<file path="src/rtl/i3c_pkg.sv">
// Shared types for the I3C recovery response arbiter.
package i3c_pkg;

  typedef enum logic [1:0] {
    Idle,
    Hdr,
    Data,
    Drain
  } rec_arb_state_e;

  localparam int unsigned RecLenW = 16;

endpackage

</file>
<file path="src/rtl/recovery_arb_picker.sv">
// Combinational winner select for the recovery response arbiter.
// I3C_RECOVERY_ARB_RR_EN selects round-robin from start_i; otherwise lowest index wins.
module recovery_arb_picker #(
  parameter  int unsigned NumReq = 2,
  localparam int unsigned IdxW   = (NumReq > 1) ? $clog2(NumReq) : 1
) (
  input  logic [NumReq-1:0] valid_i,
  input  logic [IdxW-1:0]   start_i,
  output logic [IdxW-1:0]   idx_o,
  output logic              any_o
);

  logic found;

  assign any_o = |valid_i;

`ifdef I3C_RECOVERY_ARB_RR_EN
  int unsigned pos;

  // Walk NumReq positions starting at start_i, wrapping; the first valid one wins.
  always_comb begin
    found = 1'b0;
    idx_o = '0;
    pos   = 0;
    for (int unsigned i = 0; i < NumReq; i++) begin
      pos = 32'(start_i) + i;
      if (pos >= NumReq) pos = pos - NumReq;
      if (!found && valid_i[IdxW'(pos)]) begin
        found = 1'b1;
        idx_o = IdxW'(pos);
      end
    end
  end
`else
  logic unused_start;
  assign unused_start = ^start_i;

  always_comb begin
    found = 1'b0;
    idx_o = '0;
    for (int unsigned i = 0; i < NumReq; i++) begin
      if (!found && valid_i[IdxW'(i)]) begin
        found = 1'b1;
        idx_o = IdxW'(i);
      end
    end
  end
`endif

endmodule

</file>
<file path="src/rtl/recovery_response_arbiter.sv">
// Shares the recovery transmitter response header/data stream among NumReq producers.
// I3C_RECOVERY_ARB_RR_EN enables round-robin arbitration (default: fixed priority, index 0 first).
module recovery_response_arbiter
  import i3c_pkg::*;
#(
  parameter  int unsigned NumReq = 2,
  localparam int unsigned IdxW   = (NumReq > 1) ? $clog2(NumReq) : 1
) (
  input  logic                            clk_i,
  input  logic                            rst_i,
  input  logic                            soft_reset_ni,
  input  logic [NumReq-1:0]               req_valid_i,
  output logic [NumReq-1:0]               req_ready_o,
  input  logic [NumReq-1:0][RecLenW-1:0]  req_len_i,
  input  logic [NumReq-1:0]               req_dvalid_i,
  output logic [NumReq-1:0]               req_dready_o,
  input  logic [NumReq-1:0][7:0]          req_data_i,
  input  logic [NumReq-1:0]               req_dlast_i,
  output logic                            res_valid_o,
  input  logic                            res_ready_i,
  output logic [RecLenW-1:0]              res_len_o,
  output logic                            res_dvalid_o,
  input  logic                            res_dready_i,
  output logic [7:0]                      res_data_o,
  output logic                            res_dlast_o,
  input  logic                            host_abort_i,
  output logic                            busy_o,
  output logic [IdxW-1:0]                 grant_o,
  output logic                            len_err_o
);

  rec_arb_state_e     state_q, state_d;
  logic [IdxW-1:0]    grant_q, grant_d;
  logic [IdxW-1:0]    rr_q;
  logic [IdxW-1:0]    pick_idx;
  logic               pick_any;
  logic [RecLenW-1:0] len_q, count_q;
  logic [RecLenW:0]   count_inc;
  logic               len_err_q, len_err_d;
  logic               sel_dvalid, sel_dlast;
  logic               beat, advance, hdr_acc;

  assign sel_dvalid = req_dvalid_i[grant_q];
  assign sel_dlast  = req_dlast_i[grant_q];
  assign count_inc  = {1'b0, count_q} + (RecLenW + 1)'(1);

  recovery_arb_picker #(
    .NumReq (NumReq)
  ) u_picker (
    .valid_i (req_valid_i),
    .start_i (rr_q),
    .idx_o   (pick_idx),
    .any_o   (pick_any)
  );

  always_comb begin
    state_d      = state_q;
    grant_d      = grant_q;
    len_err_d    = 1'b0;
    advance      = 1'b0;
    hdr_acc      = 1'b0;
    beat         = 1'b0;
    req_ready_o  = '0;
    req_dready_o = '0;
    res_valid_o  = 1'b0;
    res_len_o    = '0;
    res_dvalid_o = 1'b0;
    res_data_o   = '0;
    res_dlast_o  = 1'b0;

    case (state_q)
      Idle: begin
        if (pick_any) begin
          grant_d = pick_idx;
          state_d = Hdr;
        end
      end
      Hdr: begin
        res_valid_o = 1'b1;
        res_len_o   = req_len_i[grant_q];
        if (host_abort_i) begin
          state_d = Idle;
        end else if (res_ready_i) begin
          req_ready_o[grant_q] = 1'b1;
          hdr_acc              = 1'b1;
          state_d              = Data;
        end
      end
      Data: begin
        res_dvalid_o          = sel_dvalid;
        res_data_o            = req_data_i[grant_q];
        res_dlast_o           = sel_dlast;
        req_dready_o[grant_q] = res_dready_i;
        beat                  = sel_dvalid & res_dready_i;
        // A final beat in the same cycle as an abort completes normally.
        if (beat && sel_dlast) begin
          len_err_d = (count_inc != {1'b0, len_q});
          advance   = 1'b1;
          state_d   = Idle;
        end else if (host_abort_i) begin
          state_d = Drain;
        end
      end
      Drain: begin
        req_dready_o[grant_q] = 1'b1;
        if (sel_dvalid && sel_dlast) begin
          advance = 1'b1;
          state_d = Idle;
        end
      end
      default: state_d = Idle;
    endcase

    // Soft reset blanks the outputs at once rather than at the next edge.
    if (!soft_reset_ni) begin
      req_ready_o  = '0;
      req_dready_o = '0;
      res_valid_o  = 1'b0;
      res_len_o    = '0;
      res_dvalid_o = 1'b0;
      res_data_o   = '0;
      res_dlast_o  = 1'b0;
    end
  end

  assign busy_o    = soft_reset_ni & (state_q != Idle);
  assign grant_o   = soft_reset_ni ? grant_q : '0;
  assign len_err_o = soft_reset_ni & len_err_q;

  always_ff @(posedge clk_i or posedge rst_i) begin
    if (rst_i) begin
      state_q   <= Idle;
      grant_q   <= '0;
      len_q     <= '0;
      count_q   <= '0;
      len_err_q <= 1'b0;
    end else if (!soft_reset_ni) begin
      state_q   <= Idle;
      grant_q   <= '0;
      len_q     <= '0;
      count_q   <= '0;
      len_err_q <= 1'b0;
    end else begin
      state_q   <= state_d;
      grant_q   <= grant_d;
      len_err_q <= len_err_d;
      if (hdr_acc) begin
        len_q   <= req_len_i[grant_q];
        count_q <= '0;
      end else if (beat && (count_q != '1)) begin
        count_q <= count_q + RecLenW'(1);
      end
    end
  end

`ifdef I3C_RECOVERY_ARB_RR_EN
  always_ff @(posedge clk_i or posedge rst_i) begin
    if (rst_i) begin
      rr_q <= '0;
    end else if (!soft_reset_ni) begin
      rr_q <= '0;
    end else if (advance) begin
      rr_q <= (grant_q == IdxW'(NumReq - 1)) ? '0 : grant_q + IdxW'(1);
    end
  end
`else
  logic unused_advance;
  assign unused_advance = advance;
  assign rr_q = '0;
`endif

endmodule

</file>
<file path="config.mk">
export PLATFORM = sky130hd
export DESIGN_NAME = recovery_response_arbiter
export DESIGN_NICKNAME = d
export VERILOG_FILES = /design/src/rtl/i3c_pkg.sv /design/src/rtl/recovery_arb_picker.sv /design/src/rtl/recovery_response_arbiter.sv
export SDC_FILE = /design/constraint.sdc
export NUM_CORES = 1
export LEC_CHECK = 0
export ABC_AREA = 1
export BUFFER_PORTS_ARGS = -buffer_cell sky130_fd_sc_hd__clkbuf_2
export CAP_MARGIN = 25
export CORE_MARGIN = 2
export CORE_UTILIZATION = 30
export CTS_BUF_LIST = sky130_fd_sc_hd__clkbuf_2
export CTS_CLUSTER_DIAMETER = 200
export DETAILED_ROUTE_END_ITERATION = 10
export GPL_TIMING_DRIVEN = 0
export PLACE_DENSITY = 0.5
export SLEW_MARGIN = 20
export SYNTH_ARGS = -nofsm -noshare
export SYNTH_HDL_FRONTEND = slang
export SYNTH_HIERARCHICAL = 1
export SYNTH_SLANG_ARGS = --single-unit
</file>
<file path="constraint.sdc">
create_clock -name clk_i -period 2.5 [get_ports clk_i]
set_input_delay 0.625 -clock clk_i [delete_from_list [all_inputs] [get_ports clk_i]]
set_output_delay 0.625 -clock clk_i [all_outputs]
set_load 0.03 [all_outputs]
</file>
# Word-level counts from Yosys, hierarchy flattened
# Index checks and enable logic that the tools add are counted.
# totals
out_inout_bits	34
inputBits	60
reg_bits	36
wordCells	89
# op_classes
muxes	52
n_addsub	2
reduce_logical	11
bitwise	4
eq_ne	13
order_cmp	2
# op_table
cell	count
two-way mux 16 bit	9
two-way mux 8 bit	4
two-way mux 1 bit	24
two-way mux 2 bit	12
adder 16 x 1 -> 17 bit (second input constant)	1
!= test 17 x 16 -> 1 bit	1
adder 16 x 1 -> 16 bit (second input constant)	1
!= test 16 bit (second input constant)	1
!= test 4 bit (second input constant)	2
one-hot mux 2 bit (4 select lines)	1
!= test 2 x 1 -> 1 bit (second input constant)	3
!= test 3 bit (second input constant)	2
logical AND 1 bit	5
== test 2 bit (second input constant)	2
one-hot mux 2 bit (2 select lines)	1
AND reduction 4 bit	1
bitwise AND 1 bit	3
!= test 3 x 1 -> 1 bit (second input constant)	1
bitwise AND 2 bit	1
== test 2 x 1 -> 1 bit (second input constant)	1
logical NOT 2 bit	1
less-than comparator 1 x 2 -> 1 bit (second input constant)	1
AND reduction 2 bit	1
nonzero test 2 bit	1
4 further kinds	4

# Longest topological paths before layout
# depth
depth_word	8
mapped_depth	13
mapped_depth_nobuf	13

# Hierarchy
# Netlist, hierarchy kept.
# modules_own_cells
mod	area_per_inst_um2	seq_area_each_um2	n_inst	cells_each
recovery_response_arbiter	2671.3	900.9	1	397
recovery_arb_picker	15.0	0.0	1	4

# Least setup slack after synthesis
# No wires, ideal clock.
# synth_timing
kind	input to output
from	input port soft_reset_ni
to	output port res_len_o[5]
t_arrival_ns	1.970
required_time_ns	1.875
stages	5
path_slack_ns	-0.095
n_path_buf	1
cell_sequence	nand2_1 > inv_1 > clkbuf_1 > a22oi_1 > nor2_1
# synth_via
elab_chain_len	1
# synth_rtl
element	line_no	text
from (decl)	recovery_response_arbiter.sv:11	input logic soft_reset_ni,
two-way mux 16 bit	recovery_response_arbiter.sv:115	if (!soft_reset_ni) begin
to (decl)	recovery_response_arbiter.sv:21	output logic [RecLenW-1:0] res_len_o,
# Every way passes these cells.

# Final worst setup path
# layout_timing
from	register grant_q
to	output port res_len_o[5]
# layout_via
elab_chain_len	4
# layout_rtl
element	line_no	text
from (decl)	recovery_response_arbiter.sv:33	logic [IdxW-1:0] grant_q, grant_d;
from (signal assigned)	recovery_response_arbiter.sv:145	grant_q <= grant_d;
two-way mux 16 bit (implied by the code) (2 in a row)	recovery_response_arbiter.sv:80	res_len_o = req_len_i[grant_q];
two-way mux 16 bit	recovery_response_arbiter.sv:71	case (state_q)
two-way mux 16 bit	recovery_response_arbiter.sv:115	
# Every way passes these cells. The select of a mux whose other input is x is not followed.

==> results.toml <==
[clock_tree]
htree_levels = 2
cts_sinks = 36
hold_buffers = 0
cts-root-buf = "clkbuf_2"
cts_tree = "yes"
clk_pin_slew_ns = 0.21
clk_latency_ns = 0.39
cts_made_buffers = 5
cts.path.max_buffers = 2

[power_and_ir_drop]
power_frac_seq_pct = 43.0
ir_drop_v = 0.0001845
leakage_nw = 1.752
p_comb_share_pct = 31.2
internal_power_w = 0.0009658
switching_share_pct = 36.70
switchingPower_w = 0.0005599
power_density_mw_per_mm2 = 429.0
finalPower_w = 0.001526
p_clk_share_pct = 25.8

[status]
status = "finished, final reports clean"

[logic_synthesis]
synthCells = 400
yosys_warnings = 6
syn_area_mm2 = 0.002683
synth_fp_nets = 461
postSynthAreaPerCell_um2 = 6.706

[die]
ios = 94
die_x_um = 98.56
rows = 34
initial_core_util_pct = 30.91
fp.dieH_um = 98.56
core_area_mm2 = 0.008678
die-area_mm2 = 0.009714

[setup_path]
start_kind = "register"
crit_end = "res_len_o[5]"
reg2reg_slack_ns = 0.48
r2r-end = "count_q[2]$_DFFE_PP0P_"
worst-path-max-fanout = 10
rr_startpoint = "grant_q$_DFFE_PP0P_"
startpoint = "grant_q$_DFFE_PP0P_"
path_class = "register to primary output"
critPathCaptureType = "primary output"
cp.required_ns = 1.88
critical_path_arrival_ns = 1.74
r2r_cells = 9

[detailed_routing]
vias = 2973
first_iter_violations = 125
firstDrtPassIters = 4
post_drt_wl_per_cell_um = 13.56
drcViolationCount = 0
avgViaCountPerCell = 4.795
ant_nets = 0
drt_wl_total_mm = 8.409

[hold_path]
hold_class = "primary input to asynchronous set/reset pin"

[sta]
min_period_over_period_pct = 94.64
hold_violations = 0
setup_tns_ns = 0
rsz0062_at_grt = "no"
finalMaxSlewViolations = 0
post-route-min-period_ns = 2.366
setup_viol = 0
finClkSkew_ns = 0.007844
fmax_ghz = 0.4226
max_slew_margin_pct = 73.04
worst_slew_pin_slew_ns = 0.4039

[place]
io_buffer_count = 93
place.gp.congestion = 0.7925
dp_hpwl_mm = 6.710

[final_layout]
fin_util_pct = 40.97
num_antenna_cells = 0
n_fill_cell = 953
nets = 572
area_growth_pct = 32.56
drive_gt1_share_pct = 32.81

[global_route]
grt_antenna_before_repair = 0
grt.overflow.total = 0
grt_pass1_wl_mm = 13.90
grt_max_degree = 21
grtUsageTotal_pct = 17.80
grt_pass1_vias = 2881

[run]
maxCapViolCount = 0
-- final cells by class --
type	instances	area, um^2	share of cell area (%)
Buffer	8	62.56	1.759
Clock buffer	5	25.02	0.7037
Clock inverter	3	42.54	1.196
Inverter	49	190.2	5.348
Multi-Input combinational cell	307	1617	45.46
Sequential cell	36	904.6	25.44
Tap cell	108	135.1	3.800
Timing Repair Buffer	103	575.6	16.19
Timing Repair inverter	1	3.754	0.1056
-- power by group through the flow --
stage,Sequential [W],Combinational [W],Clock [W]
2_1_floorplan,0.000653,0.000281,0
3_3_place_gp,0.000668,0.000418,0
3_5_place_dp,0.000668,0.000428,0
4_1_cts,0.000657,0.000445,0.000401
5_1_grt,0.000664,0.000531,0.000428
6_report,0.000656,0.000476,0.000393
-- layer usage --
layer | GRT usage (%) | vias to the layer above | share of wire (%)
li1 | - | 1549 | -
met1 | 24.61 | 1329 | 48
met2 | 29.57 | 93 | 47
met3 | 2.766 | 2 | 4.7
met4 | 3.899 | 0 | 0.56
met5 | 0 | - | 0
-- state kept, by name (all words and copies together), names as in the netlist --
signal     flops
len_q         16
len_err_q      1
state_q        2
count_q       16
grant_q        1
-- critical path, stage by stage, from the launching register on --
cell      delay (ns)
dfrtp_2         0.49
buf_4           0.15
nor2_4          0.14
buf_8           0.17
a22oi_1         0.09
nor2_1          0.09
clkbuf_2        0.21
-- worst min path at each step --
stage	from	end	slack, ns	depth (start not counted)
5_1_grt	rst_i	len_q[7]$_DFFE_PP0P_	0.14	2
4_1_cts	rst_i	count_q[1]$_DFFE_PP0P_	0.16	2
3_3_place_gp	len_q[0]$_DFFE_PP0P_	len_q[0]$_DFFE_PP0P_	0.49	2
6_report	rst_i	len_q[15]$_DFFE_PP0P_	0.16	2
2_1_floorplan	len_q[13]$_DFFE_PP0P_	len_q[13]$_DFFE_PP0P_	0.47	2
3_5_place_dp	len_q[12]$_DFFE_PP0P_	len_q[12]$_DFFE_PP0P_	0.50	2
-- stage by stage --
| step | setup slack, ns | area [um^2] | cells | hold WS, ns |
|---|---|---|---|---|
| finish | 0.1339 | 3556 | 620 | 0.1613 |
| global route | 0.001487 | 3556 | 620 | 0.1356 |
| CTS | -0.01588 | 3445 | 612 | 0.1624 |
| detailed placement | -0.3439 | 3312 | 602 | 0.4967 |
| global placement | -0.3054 | 3284 | 601 | 0.4859 |
| floorplan | 0.09297 | 2684 | 400 | 0.4652 |
-- repair_timing --
item / CTS / global route
endpoints found under the setup margin: 29 / 25
pin swaps: 0 / 3
resized for setup: 16 / 33
setup buffers: 2 / 7
gates cloned: 0 / 1
-- cells in the final DEF (no fill, tap or decap), drive strengths merged, types with 2 or more instances in the layout --
| cell type | count |
|---|---|
| mux2i | 2 |
| nand3 | 41 |
| nand2 | 119 |
| nor2 | 56 |
| o31ai | 2 |
| o22ai | 8 |
| nor3 | 3 |
| a22oi | 14 |
| o21ai | 27 |
| nand4 | 8 |
| or2 | 3 |
| nand3b | 6 |
| a21oi | 13 |
| inv | 48 |
| buf | 21 |
| clkinv | 3 |
| clkbuf | 95 |
| dfrtp | 36 |
Power figures use the tool's default switching activity.
